===== config.mk =====
export PLATFORM = sky130hd
export DESIGN_NAME = mem_fetch_unit_flat
export DESIGN_NICKNAME = d
export VERILOG_FILES = /design/src/rtl/proc_pkg.sv /design/src/rtl/mem_fetch_unit_if.sv /design/src/rtl/mem_fetch_unit_timeout_ctr.sv /design/src/rtl/mem_fetch_unit.sv /design/src/flat_wrapper.sv
export SDC_FILE = /design/constraint.sdc
export NUM_CORES = 1
export LEC_CHECK = 0
export ABC_CLOCK_PERIOD_IN_PS = 5000
export BUFFER_PORTS_ARGS = -buffer_cell sky130_fd_sc_hd__buf_4
export CAP_MARGIN = 5
export CORE_AREA = 3 3 241 243
export CTS_BUF_LIST = sky130_fd_sc_hd__clkbuf_2 sky130_fd_sc_hd__clkbuf_4 sky130_fd_sc_hd__clkbuf_8
export CTS_CLUSTER_DIAMETER = 60
export DETAILED_ROUTE_END_ITERATION = 10
export DIE_AREA = 0 0 244 246
export PLACE_DENSITY_LB_ADDON = 0.05
export REMOVE_ABC_BUFFERS = 1
export SETUP_SLACK_MARGIN = 0.1
export SLEW_MARGIN = 25
export SYNTH_ARGS = -nofsm -noshare
export SYNTH_HDL_FRONTEND = slang
export SYNTH_SLANG_ARGS = --single-unit

===== constraint.sdc =====
create_clock -name clk -period 5 [get_ports clk]
set_clock_uncertainty 0.1 [all_clocks]
set_input_delay 0.25 -clock clk [delete_from_list [all_inputs] [get_ports clk]]
set_output_delay 0.25 -clock clk [all_outputs]
set_load 0.1 [all_outputs]

===== src/rtl/proc_pkg.sv =====
`default_nettype none
// ============================================================================
//  Module      : proc_pkg
//  Description : Shared types and opcodes for the control decoder and the
//                memory fetch unit.
//  Revision    : 1.0 - initial release
// ============================================================================
package proc_pkg;

    typedef enum logic [1:0] {
        IDLE = 2'd0,
        REQ  = 2'd1,
        WAIT = 2'd2,
        DONE = 2'd3
    } mem_state_t;

    typedef enum logic [1:0] {
        ACC_FETCH = 2'd0,
        ACC_LOAD  = 2'd1,
        ACC_STORE = 2'd2
    } acc_kind_t;

    localparam logic [6:0] OP_R     = 7'b0110011;
    localparam logic [6:0] OP_ADDI  = 7'b0010011;
    localparam logic [6:0] OP_JAL   = 7'b1101111;
    localparam logic [6:0] OP_AUIPC = 7'b0010111;
    localparam logic [6:0] OP_B     = 7'b1100011;
    localparam logic [6:0] OP_SD    = 7'b0100011;
    localparam logic [6:0] OP_LD    = 7'b0000011;

    // Fetches only need 4-byte alignment; data accesses are full doublewords.
    function automatic logic misaligned(input acc_kind_t kind, input logic [2:0] lsb);
        if (kind == ACC_FETCH)
            return (lsb[1:0] != 2'b00);
        return (lsb != 3'b000);
    endfunction

endpackage
`default_nettype wire


===== src/rtl/mem_fetch_unit_if.sv =====
`default_nettype none
// ============================================================================
//  Module      : mem_fetch_unit_if
//  Description : Unified instruction/data memory request/response bus.
//  Revision    : 1.0 - initial release
// ============================================================================
interface mem_fetch_unit_if #(
    parameter int XLEN = 64
) ();
    logic            mem_req;
    logic            mem_we;
    logic [XLEN-1:0] mem_addr;
    logic [XLEN-1:0] mem_wdata;
    logic            mem_gnt;
    logic            mem_rvalid;
    logic [XLEN-1:0] mem_rdata;

    modport master (
        output mem_req, mem_we, mem_addr, mem_wdata,
        input  mem_gnt, mem_rvalid, mem_rdata
    );

    modport slave (
        input  mem_req, mem_we, mem_addr, mem_wdata,
        output mem_gnt, mem_rvalid, mem_rdata
    );
endinterface
`default_nettype wire


===== src/rtl/mem_fetch_unit_timeout_ctr.sv =====
`default_nettype none
// ============================================================================
//  Module      : mem_timeout_ctr
//  Description : Counts wait cycles and flags the cycle in which the limit is hit.
//  Revision    : 1.0 - initial release
// ============================================================================
module mem_timeout_ctr #(
    parameter int TIMEOUT = 255
) (
    input  wire logic clk,
    input  wire logic rst,
    input  wire logic clr_i,
    input  wire logic en_i,
    output logic      expire_o
);
    localparam int CW = $clog2(TIMEOUT + 1);

    logic [CW-1:0] cnt_q, cnt_d;

    always_comb begin
        cnt_d = cnt_q;
        if (clr_i)
            cnt_d = '0;
        else if (en_i)
            cnt_d = cnt_q + 1'b1;
    end

    always_ff @(posedge clk) begin
        if (rst)
            cnt_q <= '0;
        else
            cnt_q <= cnt_d;
    end

    // Asserted during the TIMEOUT-th consecutive enabled cycle.
    assign expire_o = en_i && (cnt_q == CW'(TIMEOUT - 1));

endmodule
`default_nettype wire


===== src/rtl/mem_fetch_unit.sv =====
`default_nettype none
// ============================================================================
//  Module      : mem_fetch_unit
//  Description : Owns PC/OldPC/IR/MDR and runs fetch, load and store accesses
//                on the unified memory port for the multicycle control unit.
//  Revision    : 1.0 - initial release
// ============================================================================
module mem_fetch_unit
    import proc_pkg::*;
#(
    parameter int              XLEN     = 64,
    parameter int              ILEN     = 32,
    parameter logic [XLEN-1:0] RESET_PC = '0,
    parameter int              TIMEOUT  = 255
) (
    input  wire logic            clk,
    input  wire logic            rst,
    input  wire logic            PCwrite,
    input  wire logic [XLEN-1:0] pc_next,
    input  wire logic            AdrSrc,
    input  wire logic [XLEN-1:0] alu_addr,
    input  wire logic            Irwrite,
    input  wire logic            MemRead,
    input  wire logic            MemWrite,
    input  wire logic [XLEN-1:0] wdata_in,
    output logic                 busy,
    output logic                 done,
    output logic                 bus_err,
    output logic [ILEN-1:0]      inst,
    output logic [XLEN-1:0]      pc,
    output logic [XLEN-1:0]      old_pc,
    output logic [XLEN-1:0]      mdr,
    mem_fetch_unit_if.master     mem
);
    mem_state_t      state_q, state_d;
    acc_kind_t       kind_q, kind_d;
    logic            hi_q, hi_d;
    logic [XLEN-1:0] pcs_q, pcs_d;
    logic [XLEN-1:0] pc_q, pc_d;
    logic [XLEN-1:0] old_pc_q, old_pc_d;
    logic [ILEN-1:0] inst_q, inst_d;
    logic [XLEN-1:0] mdr_q, mdr_d;
    logic            busy_q, busy_d;
    logic            done_q, done_d;
    logic            err_q, err_d;
    logic            req_q, req_d;
    logic            we_q, we_d;
    logic [XLEN-1:0] addr_q, addr_d;
    logic [XLEN-1:0] wdata_q, wdata_d;

    logic [XLEN-1:0] w_addr;
    logic [1:0]      w_nstart;
    acc_kind_t       w_kind;
    logic            w_capture;
    logic            w_expire;

    assign w_addr   = AdrSrc ? alu_addr : pc_q;
    assign w_nstart = {1'b0, Irwrite} + {1'b0, MemRead} + {1'b0, MemWrite};
    assign w_kind   = Irwrite ? ACC_FETCH : (MemRead ? ACC_LOAD : ACC_STORE);

    mem_timeout_ctr #(
        .TIMEOUT (TIMEOUT)
    ) u_timeout (
        .clk      (clk),
        .rst      (rst),
        .clr_i    (state_q != WAIT),
        .en_i     (state_q == WAIT),
        .expire_o (w_expire)
    );

    always_comb begin
        state_d   = state_q;
        kind_d    = kind_q;
        hi_d      = hi_q;
        pcs_d     = pcs_q;
        old_pc_d  = old_pc_q;
        inst_d    = inst_q;
        mdr_d     = mdr_q;
        busy_d    = busy_q;
        done_d    = 1'b0;
        err_d     = err_q;
        req_d     = req_q;
        we_d      = we_q;
        addr_d    = addr_q;
        wdata_d   = wdata_q;
        w_capture = 1'b0;
        pc_d      = PCwrite ? pc_next : pc_q;

        case (state_q)
            IDLE: begin
                if (w_nstart != 2'd0) begin
                    if ((w_nstart > 2'd1) || misaligned(w_kind, w_addr[2:0])) begin
                        err_d = 1'b1;
                    end else begin
                        state_d = REQ;
                        kind_d  = w_kind;
                        hi_d    = w_addr[2];
                        pcs_d   = pc_q;
                        busy_d  = 1'b1;
                        req_d   = 1'b1;
                        we_d    = (w_kind == ACC_STORE);
                        addr_d  = {w_addr[XLEN-1:3], 3'b000};
                        wdata_d = wdata_in;
                    end
                end
            end
            REQ: begin
                if (mem.mem_gnt) begin
                    req_d = 1'b0;
                    we_d  = 1'b0;
                    // A read whose data arrives with the grant skips WAIT.
                    if (kind_q == ACC_STORE || mem.mem_rvalid) begin
                        state_d   = DONE;
                        done_d    = 1'b1;
                        busy_d    = 1'b0;
                        w_capture = (kind_q != ACC_STORE);
                    end else begin
                        state_d = WAIT;
                    end
                end
            end
            WAIT: begin
                if (mem.mem_rvalid) begin
                    state_d   = DONE;
                    done_d    = 1'b1;
                    busy_d    = 1'b0;
                    w_capture = 1'b1;
                end else if (w_expire) begin
                    state_d = IDLE;
                    busy_d  = 1'b0;
                    err_d   = 1'b1;
                end
            end
            DONE: begin
                state_d = IDLE;
            end
            default: begin
                state_d = IDLE;
                busy_d  = 1'b0;
                req_d   = 1'b0;
                we_d    = 1'b0;
            end
        endcase

        if (w_capture) begin
            if (kind_q == ACC_FETCH) begin
                inst_d   = hi_q ? mem.mem_rdata[2*ILEN-1:ILEN] : mem.mem_rdata[ILEN-1:0];
                old_pc_d = pcs_q;
            end else begin
                mdr_d = mem.mem_rdata;
            end
        end
    end

    always_ff @(posedge clk) begin
        if (rst) begin
            state_q  <= IDLE;
            kind_q   <= ACC_FETCH;
            hi_q     <= 1'b0;
            pcs_q    <= '0;
            pc_q     <= RESET_PC;
            old_pc_q <= '0;
            inst_q   <= '0;
            mdr_q    <= '0;
            busy_q   <= 1'b0;
            done_q   <= 1'b0;
            err_q    <= 1'b0;
            req_q    <= 1'b0;
            we_q     <= 1'b0;
            addr_q   <= '0;
            wdata_q  <= '0;
        end else begin
            state_q  <= state_d;
            kind_q   <= kind_d;
            hi_q     <= hi_d;
            pcs_q    <= pcs_d;
            pc_q     <= pc_d;
            old_pc_q <= old_pc_d;
            inst_q   <= inst_d;
            mdr_q    <= mdr_d;
            busy_q   <= busy_d;
            done_q   <= done_d;
            err_q    <= err_d;
            req_q    <= req_d;
            we_q     <= we_d;
            addr_q   <= addr_d;
            wdata_q  <= wdata_d;
        end
    end

    assign busy          = busy_q;
    assign done          = done_q;
    assign bus_err       = err_q;
    assign inst          = inst_q;
    assign pc            = pc_q;
    assign old_pc        = old_pc_q;
    assign mdr           = mdr_q;
    assign mem.mem_req   = req_q;
    assign mem.mem_we    = we_q;
    assign mem.mem_addr  = addr_q;
    assign mem.mem_wdata = wdata_q;

endmodule
`default_nettype wire

===== src/flat_wrapper.sv =====
// flat-port wrapper written by rule: the top's interface ports become plain ports
module mem_fetch_unit_flat import proc_pkg::*;
#(
    parameter int              XLEN     = 64,
    parameter int              ILEN     = 32,
    parameter logic [XLEN-1:0] RESET_PC = '0,
    parameter int              TIMEOUT  = 255
)
  (clk, rst, PCwrite, pc_next, AdrSrc, alu_addr, Irwrite, MemRead, MemWrite, wdata_in, busy, done, bus_err, inst, pc, old_pc, mdr, mem_mem_req, mem_mem_we, mem_mem_addr, mem_mem_wdata, mem_mem_gnt, mem_mem_rvalid, mem_mem_rdata);
  mem_fetch_unit_if #(.XLEN(XLEN)) mem_i ();
  input  wire logic clk;
  input  wire logic rst;
  input  wire logic PCwrite;
  input  wire logic [XLEN-1:0] pc_next;
  input  wire logic AdrSrc;
  input  wire logic [XLEN-1:0] alu_addr;
  input  wire logic Irwrite;
  input  wire logic MemRead;
  input  wire logic MemWrite;
  input  wire logic [XLEN-1:0] wdata_in;
  output logic busy;
  output logic done;
  output logic bus_err;
  output logic [ILEN-1:0] inst;
  output logic [XLEN-1:0] pc;
  output logic [XLEN-1:0] old_pc;
  output logic [XLEN-1:0] mdr;
  output wire logic [$bits(mem_i.mem_req)-1:0] mem_mem_req;
  output wire logic [$bits(mem_i.mem_we)-1:0] mem_mem_we;
  output wire logic [$bits(mem_i.mem_addr)-1:0] mem_mem_addr;
  output wire logic [$bits(mem_i.mem_wdata)-1:0] mem_mem_wdata;
  input wire logic [$bits(mem_i.mem_gnt)-1:0] mem_mem_gnt;
  input wire logic [$bits(mem_i.mem_rvalid)-1:0] mem_mem_rvalid;
  input wire logic [$bits(mem_i.mem_rdata)-1:0] mem_mem_rdata;
  assign mem_mem_req = mem_i.mem_req;
  assign mem_mem_we = mem_i.mem_we;
  assign mem_mem_addr = mem_i.mem_addr;
  assign mem_mem_wdata = mem_i.mem_wdata;
  assign mem_i.mem_gnt = mem_mem_gnt;
  assign mem_i.mem_rvalid = mem_mem_rvalid;
  assign mem_i.mem_rdata = mem_mem_rdata;
  mem_fetch_unit #(.XLEN(XLEN), .ILEN(ILEN), .RESET_PC(RESET_PC), .TIMEOUT(TIMEOUT)) u_core (.clk(clk), .rst(rst), .PCwrite(PCwrite), .pc_next(pc_next), .AdrSrc(AdrSrc), .alu_addr(alu_addr), .Irwrite(Irwrite), .MemRead(MemRead), .MemWrite(MemWrite), .wdata_in(wdata_in), .busy(busy), .done(done), .bus_err(bus_err), .inst(inst), .pc(pc), .old_pc(old_pc), .mdr(mdr), .mem(mem_i));
endmodule

==> reports/results.tsv <==
metric	value	unit
outcome	finished clean	
power.total	9.59	mW
wirelength	60700	um
postLayoutCellArea	25500	sq um
clk_pin_slew	60	ps
slew_viol_final	0	
grt_use_met3	5.51	%
cts.repair.resized	0	
pwr-share-seq	38.8	%
die_h	246	um
syn-cell-area	15900	sq um
switching_share	34.0	%
fin_cells	3514	
nNetsFinal	2969	
synth_seq_cells	431	
finalHoldViolations	0	
cts_buffers	79	
crit_slowest_cell	fa_1	
min_period	3100	ps
p_switching	3.25	mW
drive_gt1_share	28.5	%
routedWlPerCell	17.3	um
final-seq-area	8630	sq um
combPwrFrac	24.0	%
num_io_pins	622	
fmax	322	MHz
first_pass_iters	5	
critPathCaptureType	register	
synth_cell_types	37	
place_hpwl	40300	um
avgSynthCellArea	8.59	sq um
max_stage_delay	620	ps
ys.flop_type	dfxtp_1	
ant_nets	0	
grt.busiest_layer	met2	
cp_max_fo	53	
vias_per_cell	4.47	
grt_use_met2	34.0	%
yosysWarnings	0	
dpl_cell_area	21100	sq um
cts_buffer_depth	3	
via_count	15714	
portBuffers	618	
insertion_delay	630	ps
critPathArrivalTime	3590	ps
grt_pass1_wl	91900	um
ir_drop	0.000232	V
postSynthCellCount	1854	
async_flop_share	0	%
antenna_found_initial	2	
power_density	375	nW/um^2
grt_overflow	0	
grt_pass1_vias	15851	
track_usage	19.4	%
required	5480	ps
htreeDepth	3	
drv_cap	0	
path_cells	dlygate4sd3_1 -> buf_4 -> inv_1 -> fa_1 -> or3_4 -> buf_4 -> nand2_1 -> a21oi_1 -> dlygate4sd3_1	
multiInputGateArea	6690	sq um
rsz0062_at_grt	no	
met1_usage	22.6	%
fill_cells	5750	
gp_congestion	0.798	
p_clk_share	37.2	%
core	56200	sq um
synth_edf_count	0	
clock-root-buffer	clkbuf_8	
p_int	6.33	mW
cp_top_family	buffers and inverters	
cts_tree	yes	
power.static_leakage	10.6	nW
worst-path-buf-inv	5	
rows	87	
cts_num_sinks	431	
dpl.cell_count	3100	
cp-start-kind	primary input	
grt_max_degree	191	
fin_crit_sh	62.1	%
ys_seq_area_share	54.2	%
finalSetupViolCount	0	
drc	0	
initial_utilization	28.3	%
relSlewSlack	39.0	%
hold_class	primary input to register	
drtIter0Drc	557	
worst_pin_slew	915	ps
die_x	244	um
die_area	60000	sq um
path_class	primary input to register	
area_delta_synth_final	60.5	%
path summary, 6_finish.rpt:
check,start,to,slack (ps),depth (start not counted)
max,Irwrite,u_core.mem.mem_wdata[25]$_SDFFE_PP0P_,1900,9
min,rst,u_core.mem.mem_wdata[47]$_SDFFE_PP0P_,40,2
max reg2reg,u_core.state_q[0]$_SDFFE_PP0P_,u_core.mem.mem_wdata[25]$_SDFFE_PP0P_,1950,8
min reg2reg,u_core.pcs_q[52]$_SDFFE_PP0P_,u_core.old_pc[52]$_SDFFE_PP0P_,340,2
power by group through the flow:
| stage | combinational, mW | clock, mW | sequential [mW] |
|---|---|---|---|
| floorplan | 0.535 | 0 | 4.79 |
| global placement | 2.13 | 0 | 3.79 |
| detailed placement | 2.14 | 0 | 3.79 |
| CTS | 2.32 | 3.72 | 3.72 |
| global route | 2.44 | 3.86 | 3.74 |
| finish | 2.31 | 3.56 | 3.72 |
Yosys cell counts (2+ instances only):
cell type / number / area (sq um)
nand2_1: 521 / 1960
xnor2_1: 2 / 17.5
or4_1: 2 / 15.0
clkbuf_1: 107 / 402
xor2_1: 3 / 26.3
buf_2: 30 / 150
or3_1: 2 / 12.5
nor2b_1: 3 / 18.8
o21ai_0: 3 / 15.0
nand2b_1: 2 / 12.5
a31oi_1: 2 / 12.5
inv_1: 9 / 33.8
buf_4: 3 / 22.5
mux2i_1: 157 / 1570
a21oi_1: 267 / 1340
buf_1: 7 / 26.3
nor2_1: 172 / 646
nor3_1: 2 / 10.0
dfxtp_1: 431 / 8630
a211oi_1: 95 / 713
o221ai_1: 2 / 17.5
nand4_1: 2 / 12.5
a311oi_1: 3 / 26.3
nand3_1: 8 / 40.0
ha_1: 7 / 87.6
layer usage:
layer / vias up / share of wire, %
met3: 122 / 6.2
met4: 0 / 3.4
li1: 7893 / -
met1: 7286 / 41
met5: - / 0
met2: 413 / 50
stage by stage:
stage	util, %	setup TNS, ps	setup WS [ps]	hold slack [ps]
6_report	45.5	0	1900	44.6
5_1_grt	45.5	0	1660	33.3
4_1_cts	45.5	0	1890	0.753
3_5_place_dp	37.6	0	2180	342
3_3_place_gp	37.6	0	2220	335
2_1_floorplan	-	-2348870	-9990	219
cell type report:
class                      count  area share (%)
antenna                        3          0.0294
clock buffer                 131            6.28
clock inverter                 9           0.318
inverter                       9           0.132
multi-input combinational   1269            26.2
sequential                   431            33.8
tap                          756            3.70
timing repair buffer         906            29.6
cells in the final DEF (no fill, tap or decap), types with 2 or more instances in the layout:
cell type      instances
clkinv_2               4
a31oi_1                2
dlygate4sd3_1        271
mux2i_1              157
nor2_1               172
conb_1                 3
xnor2_1                2
nand4_1                2
o21ai_0                3
nand3_1                8
buf_12                 3
clkbuf_8              99
inv_1                  9
dfxtp_1              430
nor2b_1                3
xor2_1                 3
ha_1                   7
nand2_1              521
clkbuf_4              32
a311oi_1               3
diode_2                3
a21oi_1              266
clkinvlp_4             3
buf_4                629
nand2b_1               2
o221ai_1               2
a211oi_1              95
logic make-up (layout without fill, tap and decap cells):
kind of cell	Yosys count	after routing	share of synthesized area, %
buf+inv	156	1055	3.99
xor+xnor	5	5	0.275
flops	431	431	54.2
simple gates	719	719	17.3
fa+ha+maj	8	8	0.676
other cells	1	6	0.0236
compound gates	376	376	13.5
mux	158	158	9.96
flip-flops by register name (all words and copies together), names as in the netlist, 2 cells and up:
| register | count |
|---|---|
| u_core.mdr | 64 |
| u_core.mem.mem_wdata | 64 |
| u_core.old_pc | 64 |
| u_core.pc | 64 |
| u_core.pcs_q | 64 |
| u_core.mem.mem_addr | 61 |
| u_core.inst | 32 |
| u_core.u_timeout.cnt_q | 8 |
| u_core.kind_q | 2 |
| u_core.state_q | 2 |
what timing repair did:
action	CTS	global route
endpoints found under the setup margin	0	0
endpoints found under the hold margin	293	0
hold buffers	271	0
buffers inserted	0	0
Power figures use the tool's default switching activity.
